==> src/rtl/seg7_scan_driver_if.sv <==
// Host-side bundle for seg7_scan_driver: conversion request, status and latched BCD result.
interface seg7_scan_driver_if #(
  parameter int IN_W   = 14,
  parameter int DIGITS = 4
);
  logic [IN_W-1:0]     bin_in;
  logic                load;
  logic                busy;
  logic [4*DIGITS-1:0] bcd_out;
  logic                overflow;

  modport master (output bin_in, load, input busy, bcd_out, overflow);
  modport slave  (input bin_in, load, output busy, bcd_out, overflow);
endinterface

==> src/rtl/seg7_scan_driver.sv <==
// Sequential double-dabble binary-to-BCD converter with a multiplexed common-anode 7-seg scanner.
// Optional build macro SEG7_LZ_BLANK_EN enables leading-zero blanking on the display.
//
// state | meaning
// IDLE  | waiting for load, result held
// SHIFT | IN_W add-3/shift iterations
// DONE  | latch result and display register
module seg7_scan_driver #(
  parameter int IN_W        = 14,
  parameter int DIGITS      = 4,
  parameter int REFRESH_DIV = 100000
) (
  input  logic                clk,
  input  logic                rst,
  seg7_scan_driver_if.slave   bus,
  output logic [DIGITS-1:0]   anode,
  output logic [6:0]          cathode
);

  localparam int SW = 4 * (DIGITS + 1);
  localparam int CW = $clog2(IN_W);
  localparam int RW = $clog2(REFRESH_DIV);
  localparam int IW = (DIGITS > 1) ? $clog2(DIGITS) : 1;

  typedef enum logic [1:0] {IDLE, SHIFT, DONE} state_t;

  state_t              state, state_nxt;
  logic                start, shift_en, latch, busy;
  logic [CW-1:0]       cnt;
  logic [IN_W-1:0]     sh;
  logic [SW-1:0]       scr, scr_adj;
  logic [4*DIGITS-1:0] bcd_q, disp;
  logic                ovf_q, disp_ovf;
  logic [RW-1:0]       ref_cnt;
  logic [IW-1:0]       idx;
  logic [3:0]          cur_digit;
  logic [6:0]          seg_nxt;

  function automatic logic [6:0] seg_decode(input logic [3:0] d);
    case (d)
      4'd0:    seg_decode = 7'b0000001;
      4'd1:    seg_decode = 7'b1001111;
      4'd2:    seg_decode = 7'b0010010;
      4'd3:    seg_decode = 7'b0000110;
      4'd4:    seg_decode = 7'b1001100;
      4'd5:    seg_decode = 7'b0100100;
      4'd6:    seg_decode = 7'b0100000;
      4'd7:    seg_decode = 7'b0001111;
      4'd8:    seg_decode = 7'b0000000;
      4'd9:    seg_decode = 7'b0000100;
      default: seg_decode = 7'b1111111;
    endcase
  endfunction

  always_ff @(posedge clk or posedge rst) begin
    if (rst) state <= IDLE;
    else     state <= state_nxt;
  end

  always_comb begin
    state_nxt = state;
    case (state)
      IDLE:    if (bus.load) state_nxt = SHIFT;
      SHIFT:   if (cnt == '0) state_nxt = DONE;
      DONE:    state_nxt = IDLE;
      default: state_nxt = IDLE;
    endcase
  end

  always_comb begin
    start    = (state == IDLE) && bus.load;
    shift_en = (state == SHIFT);
    latch    = (state == DONE);
    busy     = (state != IDLE);
  end

  always_comb begin
    scr_adj = scr;
    for (int i = 0; i <= DIGITS; i++) begin
      if (scr[4*i +: 4] >= 4'd5) scr_adj[4*i +: 4] = scr[4*i +: 4] + 4'd3;
    end
  end

  always_ff @(posedge clk or posedge rst) begin
    if (rst) begin
      sh       <= '0;
      scr      <= '0;
      cnt      <= '0;
      bcd_q    <= '0;
      ovf_q    <= 1'b0;
      disp     <= '0;
      disp_ovf <= 1'b0;
    end else if (start) begin
      sh  <= bus.bin_in;
      scr <= '0;
      cnt <= CW'(IN_W - 1);
    end else if (shift_en) begin
      scr <= {scr_adj[SW-2:0], sh[IN_W-1]};
      sh  <= {sh[IN_W-2:0], 1'b0};
      if (cnt != '0) cnt <= cnt - CW'(1);
    end else if (latch) begin
      bcd_q    <= scr[4*DIGITS-1:0];
      ovf_q    <= (scr[SW-1 -: 4] != 4'd0);
      disp     <= scr[4*DIGITS-1:0];
      disp_ovf <= (scr[SW-1 -: 4] != 4'd0);
    end
  end

  assign bus.busy     = busy;
  assign bus.bcd_out  = bcd_q;
  assign bus.overflow = ovf_q;

  assign cur_digit = disp[{idx, 2'b00} +: 4];

`ifdef SEG7_LZ_BLANK_EN
  logic shown;
  // A digit is shown if it or any more significant digit is nonzero; digit 0 always shown.
  always_comb begin
    shown = (idx == '0);
    for (int i = 0; i < DIGITS; i++) begin
      if ((IW'(i) >= idx) && (disp[4*i +: 4] != 4'd0)) shown = 1'b1;
    end
  end

  always_comb begin
    if (disp_ovf)   seg_nxt = 7'b1111110;
    else if (shown) seg_nxt = seg_decode(cur_digit);
    else            seg_nxt = 7'b1111111;
  end
`else
  always_comb begin
    if (disp_ovf) seg_nxt = 7'b1111110;
    else          seg_nxt = seg_decode(cur_digit);
  end
`endif

  // anode and cathode share one register stage so segments never lead the digit enable.
  always_ff @(posedge clk or posedge rst) begin
    if (rst) begin
      ref_cnt <= '0;
      idx     <= '0;
      anode   <= '1;
      cathode <= 7'b1111111;
    end else begin
      if (ref_cnt == RW'(REFRESH_DIV - 1)) begin
        ref_cnt <= '0;
        idx     <= (idx == IW'(DIGITS - 1)) ? '0 : idx + IW'(1);
      end else begin
        ref_cnt <= ref_cnt + RW'(1);
      end
      anode   <= ~(DIGITS'(1) << idx);
      cathode <= seg_nxt;
    end
  end

endmodule

==> src/flat_wrapper.sv <==
// flat-port wrapper written by rule: the top's interface ports become plain ports
module seg7_scan_driver_flat 
#(
  parameter int IN_W        = 14,
  parameter int DIGITS      = 4,
  parameter int REFRESH_DIV = 100000
)
  (clk, rst, anode, cathode, bus_bin_in, bus_load, bus_busy, bus_bcd_out, bus_overflow);
  seg7_scan_driver_if #(.IN_W(IN_W), .DIGITS(DIGITS)) bus_i ();
  input  logic clk;
  input  logic rst;
  output logic [DIGITS-1:0] anode;
  output logic [6:0] cathode;
  input wire logic [$bits(bus_i.bin_in)-1:0] bus_bin_in;
  input wire logic [$bits(bus_i.load)-1:0] bus_load;
  output wire logic [$bits(bus_i.busy)-1:0] bus_busy;
  output wire logic [$bits(bus_i.bcd_out)-1:0] bus_bcd_out;
  output wire logic [$bits(bus_i.overflow)-1:0] bus_overflow;
  assign bus_i.bin_in = bus_bin_in;
  assign bus_i.load = bus_load;
  assign bus_busy = bus_i.busy;
  assign bus_bcd_out = bus_i.bcd_out;
  assign bus_overflow = bus_i.overflow;
  seg7_scan_driver #(.IN_W(IN_W), .DIGITS(DIGITS), .REFRESH_DIV(REFRESH_DIV)) u_core (.clk(clk), .rst(rst), .bus(bus_i), .anode(anode), .cathode(cathode));
endmodule
==> config.mk <==
export PLATFORM = sky130hd
export DESIGN_NAME = seg7_scan_driver_flat
export DESIGN_NICKNAME = d
export VERILOG_FILES = /design/src/rtl/seg7_scan_driver_if.sv /design/src/rtl/seg7_scan_driver.sv /design/src/flat_wrapper.sv
export SDC_FILE = /design/constraint.sdc
export NUM_CORES = 1
export LEC_CHECK = 0
export ABC_AREA = 1
export CORE_MARGIN = 2
export CORE_UTILIZATION = 30
export DETAILED_ROUTE_END_ITERATION = 6
export PLACE_DENSITY = 0.55
export RECOVER_POWER = 100
export SETUP_SLACK_MARGIN = 0.1
export SKIP_CTS_REPAIR_TIMING = 1
export SLEW_MARGIN = 20
export SYNTH_ARGS = -nofsm -noshare
export SYNTH_HDL_FRONTEND = slang
export SYNTH_SLANG_ARGS = --single-unit
==> constraint.sdc <==
create_clock -name clk -period 8.53 [get_ports clk]
set_input_delay 1.706 -clock clk [delete_from_list [all_inputs] [get_ports clk]]
set_output_delay 1.706 -clock clk [all_outputs]
set_load 0.02 [all_outputs]
==> flow_metrics.tcl <==
set metrics [dict create \
    crit_chain "dlygate4sd3_1, nand2_1, nand2_1, inv_1, a22o_1" \
    startpoint_type "input port" \
    rows 44 \
    worst_path_most_repeated_cell "nand2_1" \
    dp.cells 714 \
    dr.pass1.iters 4 \
    synth_area_per_cell_um2 8.885 \
    synthMuxAreaShare 0 \
    r2r_cells 9 \
    path_clk_slew_ns 0.07 \
    crit_end "u_core.sh[0]" \
    p_sw_uw 679.3 \
    tightest_slew_ns 0.7858 \
    die_y_um 125.1 \
    dp_hpwl_um 6314 \
    diodes 0 \
    fin_area_um2 5294 \
    place.gp.congestion 0.8005 \
    ys_top_cells_by_area "dfrtp_1, nand2_1, dfstp_2, ha_1, o21ai_0" \
    core_um2 14420 \
    cp_top_family "buffers and inverters" \
    grt_pass1_vias 3333 \
    setup_tns_ns 0 \
    wl_um 8943 \
    post_drt_wl_per_cell_um 12.25 \
    clk_path_buf_depth 2 \
    htree_levels 3 \
    ys_warn_count 0 \
    endpoint_kind "register" \
    synth_top_area_frac 0.4324 \
    use_met3 0.03124 \
    drc 0 \
    r2r_start "u_core.idx[0]" \
    synth_top_family_by_area "simple AND/OR/NAND/NOR gates" \
    nets 581 \
    grtUsageMet2 0.2020 \
    fp.dieArea_um2 15650 \
    ys_seq_elements 87 \
    max_freq_mhz 298.9 \
    worstSetupPathType "input port to register" \
    cts_tree "built" \
    antenna_found_initial 0 \
    reg2reg_to "u_core.cathode[1]" \
    synth_compound_area_frac 0.1024 \
    synth_flop_cell "dfrtp_1" \
    irDropWorstVdd_mv 0.1475 \
    cp_slowest_cell "nand2_1" \
    rsz0062_at_grt "false" \
    finalCritPeriodShare 0.3922 \
    vias 3339 \
    maxSlewHeadroom 0.4762 \
    die_w_um 125.1 \
    maxCapViolCount 0 \
    period_minus_slack_ns 3.345 \
    setup_ws_ns 5.185 \
    cts-root-buf "clkbuf_16" \
    hold_path.class "register to register" \
    drive_gt1_frac 0.09890 \
    path_buf_inv 2 \
    place_area_um2 5025 \
    r2r_setup_slack_ns 6.29 \
    syn_inst 495 \
    port_buffers 45 \
    slowest_delay_ns 0.53 \
    yosysSeqAreaShare 0.4982 \
    power_switching_share 0.3910 \
    yosysTopAreaCell "dfrtp_1" \
    grt_max_degree 88 \
    p_per_area_nw_per_um2 328.1 \
    finalHoldViolations 0 \
    cp_max_fo 21 \
    preCtsSetupSlack_ns 5.065 \
    setup_viol 0 \
    crit_arrival_ns 3.58 \
    avgViaCountPerCell 4.574 \
    seqPwrFrac 0.368 \
    synthXorXnorAreaFrac 0.02788 \
    instances_no_fill 730 \
    p_clk_frac 0.247 \
    track_usage 0.1222 \
    critPathRequiredTime_ns 8.76 \
    finClkSkew_ns 0.008555 \
    initial_core_util 0.3049 \
    first_iter_violations 223 \
    cts_made_buffers 9 \
    synth-simple-area-share 0.2307 \
    status "finished, final reports clean" \
    grt-busiest-layer "met2" \
    met1_usage 0.1565 \
    internal-power_mw 1.058 \
    area_growth_pct 20.37 \
    fin_util 0.3670 \
    overflow 0 \
    cts_sinks 87 \
    synthDistinctLibCells 36 \
    yosys.area_share.adder 0.06543 \
    insertion_delay_ns 0.34 \
    p_leak_nw 2.458 \
    synth_nets 535 \
    drv_slew 0 \
    synth_area_um2 4398 \
    io_pins 46 \
    synthArstFlopShare 1.000 \
    antenna_left 0 \
    crit_cells 5 \
    grt_pass1_wl_um 15770 \
    synth_edf_count 0 \
    comb_power_share 0.384 \
    crit_path_start "bus_load" \
]
==> routing by layer <==
metal	share of wire	vias up
met4	0.014	0
met3	0.038	9
met2	0.46	52
met1	0.49	1582
met5	0	-
li1	-	1696
==> layout make-up <==
class                      count  area (µm²)
clock buffer                   9       225.2
clock inverter                 7       101.3
fill                        1510        9130
inverter                      69       264.0
multi-input combinational    328        1821
sequential                    87        2191
tap                          184       230.2
timing repair buffer          46       461.7
==> cell families after synthesis <==
family | count (synthesis)
compound gates | 83
simple gates | 208
buf+inv | 80
fa+ha+maj | 23
flops | 87
xor+xnor | 14
==> worst reg2reg max path, delay by kind of cell (launching register included) <==
kind	cells	cell delay, ns
simple gates	6	0.81
buf+inv	2	0.61
flops	1	0.57
fa+ha+maj	1	0.18
==> how the worst min path moves through the flow <==
| stage | startpoint | slack [ns] | cells after the start | to |
|---|---|---|---|---|
| after floorplan | u_core.ref_cnt[0] | 0.43 | 1 | u_core.ref_cnt[0] |
| after global placement | u_core.ref_cnt[0] | 0.44 | 1 | u_core.ref_cnt[0] |
| after detailed placement | u_core.ref_cnt[0] | 0.45 | 1 | u_core.ref_cnt[0] |
| after CTS | u_core.ref_cnt[0] | 0.46 | 1 | u_core.ref_cnt[0] |
| after global routing | u_core.ref_cnt[0] | 0.48 | 1 | u_core.ref_cnt[0] |
| final | u_core.ref_cnt[0] | 0.46 | 1 | u_core.ref_cnt[0] |
==> flip-flops by register name, summed over array words and instances, names as in the netlist <==
| register | count |
|---|---|
| u_core.disp | 16 |
| u_core.anode | 4 |
| u_core.state | 2 |
| u_core.bus.overflow | 1 |
| u_core.cnt | 4 |
| u_core.cathode | 7 |
| u_core.scr | 20 |
| u_core.idx | 2 |
| u_core.sh | 14 |
| u_core.ref_cnt | 17 |
==> per-stage QoR <==
step / power [mW] / hold slack (ns)
after floorplan: 1.128 / 0.4289
after global placement: 1.321 / 0.4446
after detailed placement: 1.340 / 0.4472
after CTS: 1.779 / 0.4563
after global routing: 1.899 / 0.4780
final: 1.737 / 0.4552
==> synthesized netlist by cell type (3+ instances only) <==
cell,count
nand2_1,103
dfrtp_1,76
inv_1,61
o21ai_0,51
nand3_1,48
ha_1,23
nor2_1,20
xor2_1,14
a21oi_1,13
nand2_2,13
dfstp_2,11
o22ai_1,9
buf_2,8
inv_2,5
nor2_2,5
nand4_1,4
nand2_4,3
nand3_4,3
nor2_4,3
o21ai_1,3
==> power by group through the flow <==
| stage | clock, mW | combinational (mW) | sequential, mW |
|---|---|---|---|
| final | 0.429 | 0.668 | 0.640 |
| after global routing | 0.460 | 0.779 | 0.660 |
| after CTS | 0.443 | 0.692 | 0.643 |
| after detailed placement | 0 | 0.690 | 0.650 |
| after global placement | 0 | 0.675 | 0.647 |
| after floorplan | 0 | 0.462 | 0.666 |
==> placed cells by master, fill, tap and decap left out <==
cell	instances
o21bai_1	1
inv_6	3
o21ai_0	54
nand3b_1	2
o22ai_1	9
nor2_2	3
nand3_1	48
nand2_4	2
o221ai_1	1
ha_1	23
nor2_4	1
dlygate4sd3_1	31
a41oi_1	1
nor3_1	2
inv_1	63
o21ai_1	1
clkinvlp_4	2
nand2_1	107
a22o_1	1
nand3_4	3
clkinvlp_2	4
nand2_2	10
nand4_1	4
nor2_1	25
o211ai_1	1
dfrtp_1	76
a21oi_1	13
xor2_1	14
nand3_2	1
buf_6	1
bufinv_16	2
inv_2	2
clkbuf_16	9
dfstp_2	11
o2111ai_1	1
clkdlybuf4s50_1	14
Power figures use the tool's default switching activity.
